### config.mk
export PLATFORM = sky130hd
export DESIGN_NAME = waveform_readout_ctrl
export DESIGN_NICKNAME = d
export VERILOG_FILES = /design/src/rtl/waveform_readout_pkg.sv /design/src/rtl/frame_byte_sel.sv /design/src/rtl/waveform_readout_ctrl.sv
export SDC_FILE = /design/constraint.sdc
export NUM_CORES = 1
export LEC_CHECK = 0
export CAP_MARGIN = 20
export CORE_MARGIN = 4
export CORE_UTILIZATION = 30
export DETAILED_ROUTE_END_ITERATION = 10
export PLACE_DENSITY = 0.52
export SYNTH_ARGS = -nofsm -noshare
export SYNTH_HDL_FRONTEND = slang
export SYNTH_HIERARCHICAL = 1
export SYNTH_SLANG_ARGS = --single-unit
### constraint.sdc
create_clock -name clk -period 6.2 [get_ports clk]
set_clock_uncertainty 0.1 [all_clocks]
set_input_delay 1.55 -clock clk [delete_from_list [all_inputs] [get_ports clk]]
set_output_delay 1.55 -clock clk [all_outputs]
set_load 0.1 [all_outputs]
### src/rtl/waveform_readout_pkg.sv
// Shared types and frame-layout helpers for the waveform readout controller.
// Checksum byte presence is selected by READOUT_CHECKSUM_EN.
package waveform_readout_pkg;

  typedef enum logic [2:0] {
    ST_IDLE    = 3'd0,
    ST_ARMED   = 3'd1,
    ST_CAPTURE = 3'd2,
    ST_SNAP    = 3'd3,
    ST_SEND    = 3'd4,
    ST_HOLDOFF = 3'd5
  } state_e;

  localparam logic [7:0] FRAME_SYNC      = 8'hA5;
  localparam int         FRAME_HDR_BYTES = 6;

`ifdef READOUT_CHECKSUM_EN
  localparam int FRAME_CSUM_BYTES = 1;
`else
  localparam int FRAME_CSUM_BYTES = 0;
`endif

  // Sync + count + 4 pulse-height bytes, two bytes per sample, optional XOR trailer.
  function automatic int frame_len(input int nsamp);
    return FRAME_HDR_BYTES + 2 * nsamp + FRAME_CSUM_BYTES;
  endfunction

endpackage

### src/rtl/frame_byte_sel.sv
// frame_byte_sel: maps a frame byte index onto header, sample payload or XOR trailer (READOUT_CHECKSUM_EN).
// Latency: purely combinational.
// Backpressure: none; the caller holds byte_idx and the snapshot stable while stalled.
module frame_byte_sel
  import waveform_readout_pkg::*;
#(
  parameter int NSAMP  = 32,
  parameter int SAMP_W = 14,
  parameter int IDX_W  = 7
) (
  input  logic [IDX_W-1:0]        byte_idx,
  input  logic [7:0]              frame_cnt,
  input  logic [31:0]             pulse_height,
  input  logic [NSAMP*SAMP_W-1:0] waveform,
  output logic [7:0]              byte_dat
);

  localparam int FLEN = frame_len(NSAMP);

  logic [7:0] frame [FLEN];
`ifdef READOUT_CHECKSUM_EN
  logic [7:0] csum;
`endif

  always_comb begin
    frame[0] = FRAME_SYNC;
    frame[1] = frame_cnt;
    frame[2] = pulse_height[31:24];
    frame[3] = pulse_height[23:16];
    frame[4] = pulse_height[15:8];
    frame[5] = pulse_height[7:0];
    // Samples are zero-extended to 16 bits and sent high byte first.
    for (int k = 0; k < NSAMP; k++) begin
      frame[FRAME_HDR_BYTES + 2*k]     = 8'(16'(waveform[k*SAMP_W +: SAMP_W]) >> 8);
      frame[FRAME_HDR_BYTES + 2*k + 1] = 8'(16'(waveform[k*SAMP_W +: SAMP_W]));
    end
`ifdef READOUT_CHECKSUM_EN
    csum = 8'h00;
    for (int i = 0; i < FLEN - 1; i++) begin
      csum = csum ^ frame[i];
    end
    frame[FLEN-1] = csum;
`endif
    byte_dat = 8'h00;
    if (int'(byte_idx) < FLEN) begin
      byte_dat = frame[byte_idx];
    end
  end

endmodule

### src/rtl/waveform_readout_ctrl.sv
// waveform_readout_ctrl: qualify trigger, fire capture, wait window, snapshot, stream frame to UART TX (READOUT_CHECKSUM_EN adds XOR byte).
// Latency: cap_trigger 1 cycle after the trig_in edge; first byte 2 cycles after cap_window fall is sampled.
// Backpressure: tx_valid/tx_ready, byte held while stalled; triggers while busy are dropped and counted.
module waveform_readout_ctrl
  import waveform_readout_pkg::*;
#(
  parameter int NSAMP       = 32,
  parameter int SAMP_W      = 14,
  parameter int HOLDOFF     = 64,
  parameter int CAP_TIMEOUT = 256
) (
  input  logic                    clk,
  input  logic                    reset,
  input  logic                    arm,
  input  logic                    trig_in,
  output logic                    cap_trigger,
  input  logic                    cap_window,
  input  logic [NSAMP*SAMP_W-1:0] waveform,
  input  logic [31:0]             pulse_height,
  output logic [7:0]              tx_data,
  output logic                    tx_valid,
  input  logic                    tx_ready,
  output logic                    busy,
  output logic [15:0]             frame_count,
  output logic [15:0]             drop_count,
  output logic                    timeout_err
);

  localparam int FLEN    = frame_len(NSAMP);
  localparam int IDX_W   = $clog2(FLEN);
  localparam int CNT_MAX = (CAP_TIMEOUT > HOLDOFF) ? CAP_TIMEOUT : HOLDOFF;
  localparam int CNT_W   = $clog2(CNT_MAX + 1);

  state_e                  state_q, state_d;
  logic                    trig_d_q;
  logic                    win_seen_q, win_seen_d;
  logic [CNT_W-1:0]        cnt_q, cnt_d;
  logic [IDX_W-1:0]        idx_q, idx_d;
  logic [NSAMP*SAMP_W-1:0] wave_q, wave_d;
  logic [31:0]             ph_q, ph_d;
  logic [15:0]             frame_count_q, frame_count_d;
  logic [15:0]             drop_count_q, drop_count_d;
  logic                    timeout_err_q, timeout_err_d;
  logic                    cap_trigger_q, cap_trigger_d;
  logic                    trig_edge;
  logic                    drop;
  logic [7:0]              sel_byte;

  assign trig_edge = trig_in && !trig_d_q;

  always_comb begin
    state_d       = state_q;
    win_seen_d    = win_seen_q;
    cnt_d         = cnt_q;
    idx_d         = idx_q;
    wave_d        = wave_q;
    ph_d          = ph_q;
    frame_count_d = frame_count_q;
    drop_count_d  = drop_count_q;
    timeout_err_d = timeout_err_q;
    cap_trigger_d = 1'b0;
    drop          = 1'b0;

    unique case (state_q)
      ST_IDLE: begin
        drop = trig_edge && !arm;
        if (arm) begin
          state_d = ST_ARMED;
        end
      end
      ST_ARMED: begin
        if (!arm) begin
          state_d = ST_IDLE;
          drop    = trig_edge;
        end else if (trig_edge) begin
          state_d       = ST_CAPTURE;
          cap_trigger_d = 1'b1;
          cnt_d         = '0;
          win_seen_d    = 1'b0;
        end
      end
      ST_CAPTURE: begin
        drop = trig_edge;
        if (cap_window) begin
          win_seen_d = 1'b1;
        end
        // A fall on the final timeout cycle still counts as a good capture.
        if (win_seen_q && !cap_window) begin
          state_d = ST_SNAP;
        end else if (cnt_q == CNT_W'(CAP_TIMEOUT - 1)) begin
          state_d       = ST_HOLDOFF;
          timeout_err_d = 1'b1;
          cnt_d         = '0;
        end else begin
          cnt_d = cnt_q + 1'b1;
        end
      end
      ST_SNAP: begin
        drop    = trig_edge;
        wave_d  = waveform;
        ph_d    = pulse_height;
        idx_d   = '0;
        state_d = ST_SEND;
      end
      ST_SEND: begin
        drop = trig_edge;
        if (tx_ready) begin
          if (idx_q == IDX_W'(FLEN - 1)) begin
            frame_count_d = frame_count_q + 16'd1;
            state_d       = ST_HOLDOFF;
            cnt_d         = '0;
          end else begin
            idx_d = idx_q + 1'b1;
          end
        end
      end
      ST_HOLDOFF: begin
        // The cycle that re-arms also accepts an edge, so it is not lost to the transition.
        if (cnt_q == CNT_W'(HOLDOFF - 1)) begin
          if (!arm) begin
            state_d = ST_IDLE;
            drop    = trig_edge;
          end else if (trig_edge) begin
            state_d       = ST_CAPTURE;
            cap_trigger_d = 1'b1;
            cnt_d         = '0;
            win_seen_d    = 1'b0;
          end else begin
            state_d = ST_ARMED;
          end
        end else begin
          drop  = trig_edge;
          cnt_d = cnt_q + 1'b1;
        end
      end
      default: begin
        state_d = ST_IDLE;
      end
    endcase

    if (drop && (drop_count_q != 16'hFFFF)) begin
      drop_count_d = drop_count_q + 16'd1;
    end
  end

  always_ff @(posedge clk) begin
    if (reset) begin
      state_q       <= ST_IDLE;
      trig_d_q      <= 1'b0;
      win_seen_q    <= 1'b0;
      cnt_q         <= '0;
      idx_q         <= '0;
      wave_q        <= '0;
      ph_q          <= '0;
      frame_count_q <= '0;
      drop_count_q  <= '0;
      timeout_err_q <= 1'b0;
      cap_trigger_q <= 1'b0;
    end else begin
      state_q       <= state_d;
      trig_d_q      <= trig_in;
      win_seen_q    <= win_seen_d;
      cnt_q         <= cnt_d;
      idx_q         <= idx_d;
      wave_q        <= wave_d;
      ph_q          <= ph_d;
      frame_count_q <= frame_count_d;
      drop_count_q  <= drop_count_d;
      timeout_err_q <= timeout_err_d;
      cap_trigger_q <= cap_trigger_d;
    end
  end

  frame_byte_sel #(
    .NSAMP  (NSAMP),
    .SAMP_W (SAMP_W),
    .IDX_W  (IDX_W)
  ) u_frame_byte_sel (
    .byte_idx     (idx_q),
    .frame_cnt    (frame_count_q[7:0]),
    .pulse_height (ph_q),
    .waveform     (wave_q),
    .byte_dat     (sel_byte)
  );

  assign tx_valid    = (state_q == ST_SEND);
  assign tx_data     = tx_valid ? sel_byte : 8'h00;
  assign busy        = (state_q != ST_IDLE) && (state_q != ST_ARMED);
  assign cap_trigger = cap_trigger_q;
  assign frame_count = frame_count_q;
  assign drop_count  = drop_count_q;
  assign timeout_err = timeout_err_q;

endmodule
==> qor.yml <==
power_and_ir_drop:
  leakagePower_nw: 10.1
  p_per_area_nw_per_um2: 264
  peakVddDrop_v: 0.000210
  power_w: 0.00832
sta:
  setup_viol: 0
  hold_violations: 0
  finalWorstPathRequiredPeriod_ps: 5730
  fin_crit_sh: 0.923
  max_freq_mhz: 175
  hold_ws_ps: 352
  rsz0062_at_grt: "false"
  drv_slew: 0
  fin_setup_tns_ps: 0
  worst_slew_pin_slew_ps: 1130
  setup_ws_ps: 475
  relSlewSlack: 0.244
die:
  die_w_um: 289
  ios: 530
  dieArea_um2: 83200
  die_height_um: 289
  num_rows: 102
  start_util: 0.304
  core_area_um2: 77700
logic_synthesis:
  synth_area_per_cell_um2: 8.31
  yosysUniqueCellTypes: 87
  synthCells: 2841
  yosys-top-cells-count: "1021 x nand2_1, 535 x dfxtp_1, 521 x a21oi_1"
  synthTopCellsByArea: "dfxtp_1 45%, nand2_1 16%, a21oi_1 11%"
  synth_flop_cell: "dfxtp_1"
  synth_most_common_cell: "nand2_1"
  yosysSeqAreaShare: 0.454
  yosys.area.top_type: "dfxtp_1"
  synth_top_area_share: 0.454
  synth_seq_cells: 535
  ys_async_sr_fraction: 0
  syn-num-nets: 3334
  synth_edf_count: 0
  syn_area_um2: 23600
  yosys_warnings: 6
cts:
  cts_sinks: 535
  cts_buffer_depth: 3
  path_clk_slew_ps: 60
  insertion_delay_ps: 630
  cts-root-buf: "clkbuf_16"
  tritoncts: "done"
  numCtsBuffers: 61
  h-tree-depth: 2
  postCtsResizedCells: 0
  cts_setup_buffers: 0
  hold_buffers: 0
final_layout:
  fill_cells: 7936
  num-nets-final: 3730
  stdcell_count: 4329
  area_delta_synth_final_pct: 33.4
  drive_gt1_frac: 0.0875
place:
  place_ws_ps: 1160
  dp_hpwl_mm: 72.3
  io_buffers: 529
  dp.cells: 4214
  place.gp.congestion: 0.830
worst_hold_path:
  hold_class: "reg2reg"
critical_path:
  crit_buf_inv: 2
  worstSetupStartpoint: "idx_q[1]"
  worstSetupPathType: "reg2out"
  cp.depth: 8
  worstPathMaxFanout: 51
  worstRegToRegCells: 7
  worst_setup_path_start_kind: "flip-flop"
  arrival_ps: 4080
  reg2reg_to: "cnt_q[7]"
  worst_ep_required_time_ps: 4550
  rrSetupSlack_ps: 3140
  cp-endpoint: "tx_data[4]"
  worstReg2RegStart: "idx_q[0]"
  slowest_delay_ps: 920
  cp_cell_sequence: "buf_4 -> mux4_2 -> mux2i_1 -> a21oi_1 -> a2111oi_0 -> a2111oi_1 -> and2_1 -> buf_12"
  worst_setup_path_end_kind: "output pin"
  path_delay_family: "compound AO/OA/AOI/OAI gates"
  slowest_stage: "a2111oi_1"
routing:
  drtAntennaViolNets: 0
  first_iter_violations: 1798
  drtPass1Iterations: 5
  routed_via_density: 5.06
  wl_mm: 97.6
  wire_per_inst_um: 22.6
  drc: 0
  vias: 21900
global_routing:
  track_usage: 0.224
  grt_pass1_vias: 21200
  grt_start_max_net_pins: 204
  grt-ovfl-total: 0
  grt_pass1_wl_mm: 139
  antenna_found_initial: 16
run:
  cap_viol_max_count: 0
run_status:
  status: "finished, final reports clean"
[worst min-delay path by stage]
| stage | from | to | cells past startpoint |
|---|---|---|---|
| 2_1_floorplan | ph_q[15] | ph_q[15] | 2 |
| 3_3_place_gp | wave_q[207] | wave_q[207] | 2 |
| 3_5_place_dp | wave_q[31] | wave_q[31] | 2 |
| 4_1_cts | wave_q[58] | wave_q[58] | 2 |
| 5_1_grt | wave_q[147] | wave_q[147] | 2 |
| 6_report | wave_q[280] | wave_q[280] | 2 |
[per-layer routing]
metal  share of wire  GRT usage
met2            0.47      0.364
met3           0.073     0.0515
met1            0.43      0.297
met4           0.027     0.0662
met5          0.0010          0
[cell type report]
cell class / count / area, µm² / area share
Tap cell: 1040 / 1300 / 0.0413
Antenna cell: 8 / 20.0 / 0.000636
Clock buffer: 90 / 1820 / 0.0577
Clock inverter: 17 / 170 / 0.00540
Inverter: 20 / 75.1 / 0.00238
Timing Repair Buffer: 559 / 5640 / 0.179
Sequential cell: 535 / 10700 / 0.340
Multi-Input combinational cell: 2060 / 11800 / 0.373
[flip-flops by register name (all words and copies together), names as in the netlist]
name,cells
drop_count,16
win_seen_q,1
cnt_q,9
trig_d_q,1
cap_trigger,1
idx_q,7
frame_count,16
timeout_err,1
wave_q,448
state_q,3
ph_q,32
[power by group]
group	internal (W)	switching, W	total (W)
registers	0.00358	0.000119	0.00370
logic	0.000480	0.000549	0.00103
clock network	0.00210	0.00150	0.00359
total	0.00616	0.00216	0.00832
[per-stage QoR]
stage / instance area, µm² / utilization
global route: 31500 / 0.405
global placement: 29500 / 0.379
floorplan: 23600 / -
finish: 31500 / 0.405
CTS: 31500 / 0.405
detailed placement: 29500 / 0.379
[worst register-to-register path, delay by kind of cell (launching register included)]
family          cells  cell delay (ps)
flops               1              830
buf+inv             1              320
compound gates      3              740
fa+ha+maj           1              240
simple gates        2              710
[cells by family after synthesis]
group	synth area share
AOI/OAI and AO/OA	0.152
xor gates and xnor gates	0.00557
adders and majority gates	0.00371
buffers and inverters	0.0487
DFF	0.454
muxes	0.120
and+or+nand+nor	0.217
[layout by cell type (no fill, tap or decap), types with 12 or more instances in the layout]
master / n
or3_1: 12
clkdlybuf4s50_1: 520
o21ai_0: 25
o22ai_1: 15
nand3_1: 30
a21oi_1: 521
nor2_1: 51
clkbuf_8: 16
dfxtp_1: 531
mux2_2: 18
nor2b_1: 16
nor3_1: 19
clkbuf_1: 12
buf_4: 27
nand2_1: 1021
clkbuf_16: 62
xnor2_1: 12
inv_1: 16
o31ai_1: 13
mux2i_1: 33
mux4_2: 96
Note: power is estimated with default switching activity, not from simulation.
